==> src/rtl/breathled_multi_if.sv <==
// Control/status bundle for the multi-channel breathing LED driver.
// The controller side (master) drives run/mode/duty; the driver (slave) returns LEDs, levels and tick.
interface breathled_multi_if #(
    parameter int CH    = 4,
    parameter int PWM_W = 8
);
    logic                  en;
    logic                  mode;
    logic [PWM_W-1:0]      duty_in;
    logic [CH-1:0]         led;
    logic [CH*PWM_W-1:0]   level_flat;
    logic                  period_tick;

    modport master (
        output en, mode, duty_in,
        input  led, level_flat, period_tick
    );

    modport slave (
        input  en, mode, duty_in,
        output led, level_flat, period_tick
    );
endinterface

==> src/rtl/breathled_multi.sv <==
// CH-channel breathing LED driver: one shared PWM period counter, per-channel triangular level ramps
// with a phase offset, and a fixed-duty mode. Optional macro GAMMA_EN adds a square-law duty curve.
module breathled_multi #(
    parameter int CH       = 4,
    parameter int PWM_W    = 8,
    parameter int STEP_DIV = 14000,
    parameter int DIV_W    = 20
) (
    input  logic             clk,
    input  logic             reset,
    breathled_multi_if.slave bus
);
    localparam logic [PWM_W-1:0] MAX       = {PWM_W{1'b1}};
    localparam logic [PWM_W-1:0] LAST      = MAX - PWM_W'(1);
    localparam logic [DIV_W-1:0] STEP_LAST = DIV_W'(STEP_DIV - 1);

    // Spread the start levels evenly over 0..MAX so the channels breathe as a wave.
    function automatic logic [PWM_W-1:0] init_level(input int k);
        int prod;
        prod = (k * ((2 ** PWM_W) - 1)) / CH;
        return prod[PWM_W-1:0];
    endfunction

    logic [PWM_W-1:0]            pwm_cnt_reg;
    logic [DIV_W-1:0]            step_cnt_reg;
    logic [CH-1:0]               led_reg;
    logic                        tick_reg;
    logic [PWM_W-1:0]            level_reg [CH];
    logic                        dir_reg   [CH];   // 1 = ramping up
    logic [CH-1:0][PWM_W-1:0]    eff;
    logic [CH-1:0]               led_next;
    logic                        wrap;

    assign wrap = bus.en && (pwm_cnt_reg == LAST);

    genvar gi;
    generate
        for (gi = 0; gi < CH; gi++) begin : g_ch
`ifdef GAMMA_EN
            logic [2*PWM_W-1:0] sq;
            assign sq      = ({{PWM_W{1'b0}}, level_reg[gi]} * {{PWM_W{1'b0}}, level_reg[gi]})
                           + {{PWM_W{1'b0}}, MAX};
            assign eff[gi] = sq[2*PWM_W-1:PWM_W];
`else
            assign eff[gi] = level_reg[gi];
`endif
            assign led_next[gi] = bus.en & (pwm_cnt_reg < eff[gi]);
            assign bus.level_flat[gi*PWM_W +: PWM_W] = level_reg[gi];
        end
    endgenerate

    assign bus.led         = led_reg;
    assign bus.period_tick = tick_reg;

    always_ff @(posedge clk or posedge reset) begin
        if (reset) begin
            pwm_cnt_reg  <= '0;
            step_cnt_reg <= '0;
            led_reg      <= '0;
            tick_reg     <= 1'b0;
            for (int k = 0; k < CH; k++) begin
                level_reg[k] <= init_level(k);
                dir_reg[k]   <= 1'b1;
            end
        end else begin
            tick_reg <= wrap;
            led_reg  <= led_next;
            if (bus.en) begin
                pwm_cnt_reg <= wrap ? '0 : pwm_cnt_reg + PWM_W'(1);
            end
            // Levels only move at the period boundary so a PWM period never sees two duty values.
            if (wrap) begin
                if (bus.mode) begin
                    step_cnt_reg <= '0;
                    for (int k = 0; k < CH; k++) begin
                        level_reg[k] <= bus.duty_in;
                    end
                end else if (step_cnt_reg == STEP_LAST) begin
                    step_cnt_reg <= '0;
                    for (int k = 0; k < CH; k++) begin
                        if (dir_reg[k]) begin
                            if (level_reg[k] == MAX) begin
                                dir_reg[k]   <= 1'b0;
                                level_reg[k] <= MAX - PWM_W'(1);
                            end else begin
                                level_reg[k] <= level_reg[k] + PWM_W'(1);
                            end
                        end else begin
                            if (level_reg[k] == '0) begin
                                dir_reg[k]   <= 1'b1;
                                level_reg[k] <= PWM_W'(1);
                            end else begin
                                level_reg[k] <= level_reg[k] - PWM_W'(1);
                            end
                        end
                    end
                end else begin
                    step_cnt_reg <= step_cnt_reg + DIV_W'(1);
                end
            end
        end
    end
endmodule

==> src/flat_wrapper.sv <==
// flat-port wrapper written by rule: the top's interface ports become plain ports
module breathled_multi_flat 
#(
    parameter int CH       = 4,
    parameter int PWM_W    = 8,
    parameter int STEP_DIV = 14000,
    parameter int DIV_W    = 20
)
  (clk, reset, bus_en, bus_mode, bus_duty_in, bus_led, bus_level_flat, bus_period_tick);
  breathled_multi_if #(.CH(CH), .PWM_W(PWM_W)) bus_i ();
  input  logic clk;
  input  logic reset;
  input wire logic [$bits(bus_i.en)-1:0] bus_en;
  input wire logic [$bits(bus_i.mode)-1:0] bus_mode;
  input wire logic [$bits(bus_i.duty_in)-1:0] bus_duty_in;
  output wire logic [$bits(bus_i.led)-1:0] bus_led;
  output wire logic [$bits(bus_i.level_flat)-1:0] bus_level_flat;
  output wire logic [$bits(bus_i.period_tick)-1:0] bus_period_tick;
  assign bus_i.en = bus_en;
  assign bus_i.mode = bus_mode;
  assign bus_i.duty_in = bus_duty_in;
  assign bus_led = bus_i.led;
  assign bus_level_flat = bus_i.level_flat;
  assign bus_period_tick = bus_i.period_tick;
  breathled_multi #(.CH(CH), .PWM_W(PWM_W), .STEP_DIV(STEP_DIV), .DIV_W(DIV_W)) u_core (.clk(clk), .reset(reset), .bus(bus_i));
endmodule
==> config.mk <==
export PLATFORM = sky130hd
export DESIGN_NAME = breathled_multi_flat
export DESIGN_NICKNAME = d
export VERILOG_FILES = /design/src/rtl/breathled_multi_if.sv /design/src/rtl/breathled_multi.sv /design/src/flat_wrapper.sv
export SDC_FILE = /design/constraint.sdc
export NUM_CORES = 1
export LEC_CHECK = 0
export CAP_MARGIN = 5
export CELL_PAD_IN_SITES_DETAIL_PLACEMENT = 0
export CELL_PAD_IN_SITES_GLOBAL_PLACEMENT = 2
export CORE_UTILIZATION = 39
export DETAILED_ROUTE_END_ITERATION = 7
export PLACE_DENSITY_LB_ADDON = 0.1
export SYNTH_ARGS = -nofsm -noshare
export SYNTH_HDL_FRONTEND = slang
export SYNTH_SLANG_ARGS = --single-unit
==> constraint.sdc <==
create_clock -name clk -period 5.6 [get_ports clk]
set_input_delay 0.56 -clock clk [delete_from_list [all_inputs] [get_ports clk]]
set_output_delay 0.56 -clock clk [all_outputs]
set_load 0.02 [all_outputs]
==> results of run 1 <==
Yosys cell counts, types with 10 or more instances:
cell type	instances	area [um^2]
ha_1	40	500
a22oi_1	14	105
a21oi_1	38	190
nor3_1	15	75.1
nand3_1	28	140
o211ai_1	10	75.1
nand2_1	50	188
xnor2_1	18	158
dfrtp_1	45	1130
o21ai_0	49	245
nor2_1	36	135
o22ai_1	11	68.8
nand4_1	18	113
o31ai_1	11	82.6
dfstp_2	24	631
xor2_1	11	96.3
clkbuf_1	22	82.6
nand2b_1	13	81.3
a21o_1	14	105
a31oi_1	11	68.8
inv_1	38	143
final cells by class:
class,count,area (um^2),share of cell area [%]
clock buffers,13,260,4.11
clock inverters,3,67.6,1.07
inverters,39,146,2.31
multi-input cells,500,3370,53.1
flip-flops and latches,69,1760,27.7
well taps,176,220,3.47
repair buffers,53,518,8.17
metrics by stage:
step | worst slack (ps) | util, % | hold slack (ps) | total power, mW | cells
after floorplan | 3340 | - | 510 | 0.698 | 641
after global placement | 1810 | 44.8 | 559 | 0.786 | 837
after detailed placement | 1840 | 44.8 | 563 | 0.790 | 837
after CTS | 2180 | 47.3 | 578 | 1.43 | 853
after global routing | 1960 | 47.3 | 598 | 1.48 | 853
final | 2110 | 47.3 | 581 | 1.42 | 853
worst min path at each step:
stage,startpoint,end,cells after the start
final,u_core.step_cnt_reg[4],u_core.step_cnt_reg[4],2
after global routing,u_core.step_cnt_reg[19],u_core.step_cnt_reg[19],2
after CTS,u_core.step_cnt_reg[4],u_core.step_cnt_reg[4],2
after detailed placement,u_core.step_cnt_reg[4],u_core.step_cnt_reg[4],2
after global placement,u_core.step_cnt_reg[19],u_core.step_cnt_reg[19],2
after floorplan,u_core.step_cnt_reg[1],u_core.step_cnt_reg[1],2
worst max-delay path, stage by stage:
cell,delay (ps)
clkdlybuf4s50_1,740
and3_1,380
nand3_1,480
nor4_1,1160
a21o_1,260
a22oi_1,90
cells by family (layout without fill, tap and decap cells):
| kind of cell | Yosys count | after routing | share of synthesized area, % |
|---|---|---|---|
| AND/OR/NAND/NOR | 222 | 222 | 22.1 |
| multiplexers | 9 | 9 | 1.75 |
| AO/OA/AOI/OAI | 200 | 200 | 24.2 |
| adder cells (fa/ha/maj) | 40 | 40 | 9.22 |
| flip-flops | 69 | 69 | 32.4 |
| XOR/XNOR | 29 | 29 | 4.68 |
| buffers and inverters | 72 | 108 | 5.60 |
power breakdown:
group          switching (mW)  total [mW]  internal [mW]
Clock                   0.226       0.640          0.415
Sequential             0.0819       0.600          0.518
Combinational          0.0976       0.182         0.0844
per-layer routing:
layer	GRT usage, %	wire length [um]	vias up
li1	-	-	2463
met1	35.7	8110	2494
met2	36.9	7710	181
met3	3.23	896	22
met4	8.67	308	0
met5	0	0	-
==> flow_summary.json, run 1 <==
{
  "status": "finished, final reports clean",
  "detail-route-antenna-nets": 0,
  "rrSetupSlack_ps": 2200,
  "htreeDepth": 3,
  "worstPathRequired_ps": 5800,
  "drv_cap": 0,
  "synth_ff_type": "dfrtp_1",
  "r2r_start": "u_core.pwm_cnt_reg[1]",
  "async_flop_share_pct": 100,
  "dieArea_mm2": 0.0144,
  "gp_congestion": 0.824,
  "tightest_slew_ps": 1200,
  "grt_pass1_vias": 4762,
  "synth_cell_type_count": 66,
  "num_rows": 42,
  "worst_slew_margin_rel_pct": 19.4,
  "path_clk_slew_ps": 60,
  "leakage_nw": 2.69,
  "largest_register_ffs": 32,
  "ys_seq_area_share_pct": 32.4,
  "final_common_cell": "nand2_1",
  "drc": 0,
  "die_w_um": 120,
  "synth_warnings": 0,
  "grt_pass1_wl_mm": 27.1,
  "vdd_ir_drop_max_uv": 120,
  "final-max-slew-violation-count": 0,
  "period_needed_ps": 3490,
  "rsz0062_at_grt": "no",
  "final-setup-viol-count": 0,
  "cts_hold_buffers": 0,
  "synth_area_mm2": 0.00543,
  "start_kind": "primary input",
  "ff2ff_path_depth": 6,
  "grt_max_degree": 70,
  "synth_fp_nets": 693,
  "vias": 5160,
  "io_buffers": 48,
  "clk_latency_ps": 350,
  "postCtsSetupBuffers": 0,
  "final_area_mm2": 0.00634,
  "worstHoldPathType": "flip-flop to flip-flop",
  "grt_usage_pct": 24.5,
  "dr.first_iter.drc_count": 388,
  "hpwl_mm": 12.1,
  "clock-sinks": 69,
  "core_area_mm2": 0.0134,
  "avgSynthCellArea_um2": 8.47,
  "critPathArrivalTime_ps": 3690,
  "cts.root.buffer_cell": "clkbuf_16",
  "fmax_mhz": 286,
  "fin_skew_ps": 8.28,
  "power_density_mw_per_mm2": 225,
  "crit_start": "bus_en",
  "endpoint_kind": "flip-flop",
  "syn_to_final_growth_pct": 16.7,
  "routed_wl_mm": 17.0,
  "cts_tree": "built",
  "cts_max_path_buffers": 2,
  "antenna_found_initial": 0,
  "synth_edf_count": 0,
  "cts.repair.resized": 0,
  "numCtsBuffers": 9,
  "hold_viol": 0,
  "placed_area_mm2": 0.00601,
  "crit_type": "primary input to flip-flop",
  "syn_inst": 641,
  "die_h_um": 120,
  "layout.nets": 724,
  "finalSetupTns_ps": 0,
  "wire_per_inst_um": 20.0,
  "ios": 49,
  "period_share_pct": 62.4,
  "n_fill_cell": 1313,
  "timing.rr.end": "u_core.bus.level_flat[2]",
  "grt_overflow_total": 0,
  "first_pass_iters": 5,
  "final_cell_mix": "nand2_1, o21ai_0, clkdlybuf4s50_1",
  "routed_via_density": 6.05,
  "layout-drive-gt1-share_pct": 9.75,
  "ys_ff_latch": 69,
  "critPathMaxFanout": 16,
  "endpoint": "u_core.bus.level_flat[2]",
  "num_antenna_cells": 0,
  "start_util_pct": 40.5
}
Power figures use the tool's default switching activity.
==> run 2, diff against run 1 <==
--- a/config.mk
+++ b/config.mk
@@ -8,7 +8,7 @@
 export CAP_MARGIN = 5
 export CELL_PAD_IN_SITES_DETAIL_PLACEMENT = 0
 export CELL_PAD_IN_SITES_GLOBAL_PLACEMENT = 2
-export CORE_UTILIZATION = 39
+export CORE_UTILIZATION = 32
 export DETAILED_ROUTE_END_ITERATION = 7
 export PLACE_DENSITY_LB_ADDON = 0.1
 export SYNTH_ARGS = -nofsm -noshare
==> constraint.sdc (replaced) <==
create_clock -name clk -period 2.8 [get_ports clk]
set_input_delay 0.28 -clock clk [delete_from_list [all_inputs] [get_ports clk]]
set_output_delay 0.28 -clock clk [all_outputs]
set_load 0.02 [all_outputs]
==> flow_summary.json, run 2 (synthesis results as in run 1) <==
{
  "status": "finished, final reports clean",
  "path_clk_slew_ps": 60,
  "first_pass_iters": 4,
  "dr.first_iter.drc_count": 449,
  "vias": 5234,
  "num_antenna_cells": 0,
  "final-setup-viol-count": 0,
  "worst_slew_margin_rel_pct": 65.2,
  "grt_pass1_vias": 5046,
  "placed_area_mm2": 0.00625,
  "io_buffers": 48,
  "leakage_nw": 2.78,
  "combPwrFrac_pct": 17.5,
  "critPathMaxFanout": 8,
  "finalSetupTns_ps": 0,
  "ff2ff_path_depth": 7,
  "grt_max_degree": 70,
  "fmax_mhz": 432,
  "start_kind": "flip-flop",
  "htreeDepth": 3,
  "cts_max_path_buffers": 2,
  "power.clock.fraction_pct": 39.6,
  "switching_share_pct": 30.6,
  "endpoint_kind": "flip-flop",
  "hpwl_mm": 13.3,
  "ios": 49,
  "fin_skew_ps": 6.53,
  "tightest_slew_ps": 518,
  "drv_cap": 0,
  "rsz0062_at_grt": "no",
  "syn_to_final_growth_pct": 19.8,
  "detail-route-antenna-nets": 0,
  "crit_type": "flip-flop to flip-flop",
  "num_rows": 47,
  "rrSetupSlack_ps": 490,
  "final-max-slew-violation-count": 0,
  "postCtsSetupBuffers": 0,
  "cts.root.buffer_cell": "clkbuf_16",
  "gp_congestion": 0.813,
  "cts.repair.resized": 0,
  "routed_via_density": 5.70,
  "power.total_mw": 2.65,
  "period_needed_ps": 2310,
  "antenna_found_initial": 0,
  "period_share_pct": 82.6,
  "layout.nets": 745,
  "power_density_mw_per_mm2": 407,
  "n_fill_cell": 1721,
  "wire_per_inst_um": 19.9,
  "drc": 0,
  "timing.rr.end": "u_core.bus.level_flat[26]",
  "power.internal_mw": 1.84,
  "cts_hold_buffers": 0,
  "layout-drive-gt1-share_pct": 12.2,
  "final_common_cell": "nand2_1",
  "die_h_um": 132,
  "numCtsBuffers": 9,
  "clock-sinks": 69,
  "hold_viol": 0,
  "final_area_mm2": 0.00650,
  "grt_pass1_wl_mm": 29.1,
  "cts_tree": "built",
  "largest_register_ffs": 32,
  "worstPathRequired_ps": 3060,
  "routed_wl_mm": 18.3,
  "grt_usage_pct": 21.7,
  "final_cell_mix": "nand2_1, o21ai_0, clkdlybuf4s50_1",
  "power.switching_uw": 810,
  "core_area_mm2": 0.0166,
  "start_util_pct": 32.7,
  "grt_overflow_total": 0,
  "r2r_start": "u_core.bus.level_flat[25]",
  "worstHoldPathType": "primary input to asynchronous set/reset pin",
  "die_w_um": 132,
  "vdd_ir_drop_max_uv": 292,
  "dieArea_mm2": 0.0175,
  "pwr-share-seq_pct": 43.0,
  "clk_latency_ps": 350,
  "critPathArrivalTime_ps": 2580
}
==> run 2: through the flow <==
stage               utilization [%]  setup WS, ps  hold slack, ps  cells
floorplan                         -           663             449    641
global placement               37.7           470             537    902
detailed placement             37.7           423             545    902
CTS                            39.2           490             366    918
global route                   39.2           358             390    918
finish                         39.2           487             345    918
==> run 2: worst max-delay path: stages, from the launching register on <==
cell,delay [ps]
dfstp_2,410
inv_1,130
ha_1,200
or3b_2,510
nor2b_1,400
nor2_1,120
a211oi_1,360
o31ai_1,100
==> run 2: layout make-up <==
class | count | area (um^2) | share of cell area, %
inverters | 39 | 146 | 2.25
clock buffers | 13 | 240 | 3.69
repair buffers | 74 | 701 | 10.8
multi-input cells | 500 | 3370 | 51.8
flip-flops and latches | 69 | 1760 | 27.0
clock inverters | 3 | 15.0 | 0.231
well taps | 220 | 275 | 4.23
==> run 2: power by group through the flow <==
stage	logic, mW	clock network (mW)	registers [mW]
6_report	0.463	1.05	1.14
5_1_grt	0.523	1.11	1.15
4_1_cts	0.465	1.07	1.14
3_5_place_dp	0.461	0	1.15
3_3_place_gp	0.455	0	1.15
2_1_floorplan	0.266	0	1.13
==> run 2: worst max path at each step <==
stage	start	slack [ps]	to	cells after the start
floorplan	u_core.bus.level_flat[1]	660	u_core.bus.level_flat[1]	8
detailed placement	bus_en	420	u_core.bus.level_flat[15]	7
global route	u_core.bus.level_flat[25]	360	u_core.bus.level_flat[26]	7
finish	u_core.bus.level_flat[25]	490	u_core.bus.level_flat[26]	7
global placement	bus_en	470	u_core.bus.level_flat[15]	7
CTS	u_core.bus.level_flat[25]	490	u_core.bus.level_flat[26]	7
==> run 2: routing by layer <==
metal | vias to the layer above | global-route usage (%) | routed length (um)
met5 | - | 0 | 0
met4 | 0 | 9.07 | 433
met3 | 26 | 3.65 | 754
met2 | 130 | 33.8 | 8410
met1 | 2568 | 29.7 | 8710
li1 | 2510 | - | -
==> run 3, diff against run 2 <==
==> constraint.sdc (replaced) <==
create_clock -name clk -period 2.1 [get_ports clk]
set_input_delay 0.21 -clock clk [delete_from_list [all_inputs] [get_ports clk]]
set_output_delay 0.21 -clock clk [all_outputs]
set_load 0.02 [all_outputs]
==> flow_summary.json, run 3 (synthesis results as in run 1) <==
{
  "drv_cap": 0,
  "path_cells": "inv_1, ha_1, or3b_2, or3_4, a21oi_1, nor2_1, a22oi_1",
  "io_buffers": 48,
  "status": "finished, final reports clean",
  "routed_via_density": 5.58,
  "ios": 49,
  "path_depth": 7,
  "routed_wl_mm": 18.6,
  "start_kind": "flip-flop",
  "power.internal_mw": 2.73,
  "switching_share_pct": 28.8,
  "combPwrFrac_pct": 20.0,
  "gp_congestion": 0.892,
  "placed_area_mm2": 0.00674,
  "final_area_mm2": 0.00711,
  "num_antenna_cells": 0,
  "layout-drive-gt1-share_pct": 21.1,
  "power_density_mw_per_mm2": 540,
  "fin_skew_ps": 7.07,
  "antenna_found_initial": 0,
  "power.switching_mw": 1.11,
  "detail-route-antenna-nets": 0,
  "start_util_pct": 32.7,
  "critPathArrivalTime_ps": 2260,
  "vdd_ir_drop_max_uv": 357,
  "worstPathRequired_ps": 2340,
  "endpoint_kind": "flip-flop",
  "final_common_cell": "buf_4",
  "final_cell_mix": "buf_4, nand2_1, o21ai_0, clkdlybuf4s50_1, dfrtp_1",
  "path_clk_slew_ps": 60,
  "power.clock.fraction_pct": 42.3,
  "worst_slew_margin_rel_pct": 62.9,
  "clk_latency_ps": 340,
  "layout.nets": 806,
  "clock-sinks": 69,
  "dieArea_mm2": 0.0175,
  "hold_viol": 0,
  "die_h_um": 132,
  "worstHoldPathType": "primary input to asynchronous set/reset pin",
  "cts.root.buffer_cell": "clkbuf_16",
  "postCtsSetupBuffers": 0,
  "first_pass_iters": 5,
  "critPathMaxFanout": 3,
  "wire_per_inst_um": 19.0,
  "vias": 5461,
  "slowest_stage": "or3b_2",
  "n_fill_cell": 1675,
  "die_w_um": 132,
  "drc": 0,
  "numCtsBuffers": 9,
  "cts_tree": "built",
  "dr.first_iter.drc_count": 381,
  "final-setup-viol-count": 0,
  "fmax_mhz": 497,
  "slowest_delay_ps": 460,
  "cp_top_family": "simple AND/OR/NAND/NOR gates",
  "cts_hold_buffers": 0,
  "period_share_pct": 95.8,
  "crit_type": "flip-flop to flip-flop",
  "htreeDepth": 3,
  "ff2ff_path_depth": 7,
  "grt_pass1_vias": 5397,
  "largest_register_ffs": 32,
  "final-max-slew-violation-count": 0,
  "hpwl_mm": 13.9,
  "syn_to_final_growth_pct": 31.0,
  "tightest_slew_ps": 552,
  "grt_overflow_total": 0,
  "leakage_nw": 3.12,
  "grt_usage_pct": 22.0,
  "grt_max_degree": 28,
  "path_buf_inv": 1,
  "num_rows": 47,
  "finalSetupTns_ps": 0,
  "cts_max_path_buffers": 2,
  "grt_pass1_wl_mm": 30.2,
  "period_needed_ps": 2010,
  "core_area_mm2": 0.0166,
  "pwr-share-seq_pct": 37.7,
  "rsz0062_at_grt": "yes"
}
run 3: cell types whose count changed in the layout (fill, tap and decap cells not counted), moves of 2 or more:
cell / change
buf_4: +58
nor4_2: +4
nor4_1: -4
buf_12: +3
clkbuf_8: +3
clkbuf_1: -3
clkinv_2: -2
run 3: routing by layer:
| layer | GRT usage, % | part of all wire (%) |
|---|---|---|
| met3 | 3.19 | 3.6 |
| met5 | 0 | 0 |
| met2 | 33.2 | 45 |
| met4 | 7.66 | 1.9 |
| met1 | 31.9 | 50 |
run 3: worst register-to-register path: stages, from the launching register on:
cell and delay [ps]:
dfrtp_2 400, inv_1 80, ha_1 170, or3b_2 460
or3_4 360, a21oi_1 210, nor2_1 60, a22oi_1 170
run 3: final timing paths:
path	start	endpoint	slack, ps
hold / removal	reset	u_core.bus.level_flat[23]	190
setup / recovery	u_core.bus.level_flat[0]	u_core.bus.level_flat[0]	90
setup reg to reg	u_core.bus.level_flat[0]	u_core.bus.level_flat[0]	90
min in group clk	u_core.bus.level_flat[8]	u_core.bus.level_flat[8]	540
hold reg to reg	u_core.bus.level_flat[8]	u_core.bus.level_flat[8]	540
max in group asynchronous	reset	u_core.bus.level_flat[12]	1350
run 3: cell type report:
cell class	count	area, um^2	area share (%)
multi-input cells	500	3420	48.1
well taps	220	275	3.87
repair buffers	135	1200	16.8
clock inverters	3	42.5	0.598
inverters	39	146	2.06
flip-flops and latches	69	1760	24.7
clock buffers	13	270	3.80
run 3: timing repair:
action,4_1_cts,5_1_grt
setup endpoints to repair,0,13
hold endpoints to repair,0,0
resized for setup,0,11
run 3: power groups by stage:
stage	combinational, mW	sequential (mW)	clock (mW)
final	0.769	1.45	1.62
after global routing	0.862	1.46	1.72
after CTS	0.760	1.44	1.65
after detailed placement	0.760	1.46	0
after global placement	0.743	1.46	0
after floorplan	0.355	1.51	0
run 3: per-stage QoR:
step | utilization (%) | hold WS [ps] | total power, mW | instances | worst slack, ps
finish | 42.9 | 186 | 3.84 | 979 | 88.5
global route | 42.9 | 224 | 4.04 | 979 | -16.9
CTS | 42.6 | 190 | 3.85 | 979 | 75.0
detailed placement | 40.7 | 537 | 2.22 | 963 | -86.5
global placement | 40.7 | 534 | 2.21 | 963 | -63.7
floorplan | - | 379 | 1.86 | 641 | 8.49
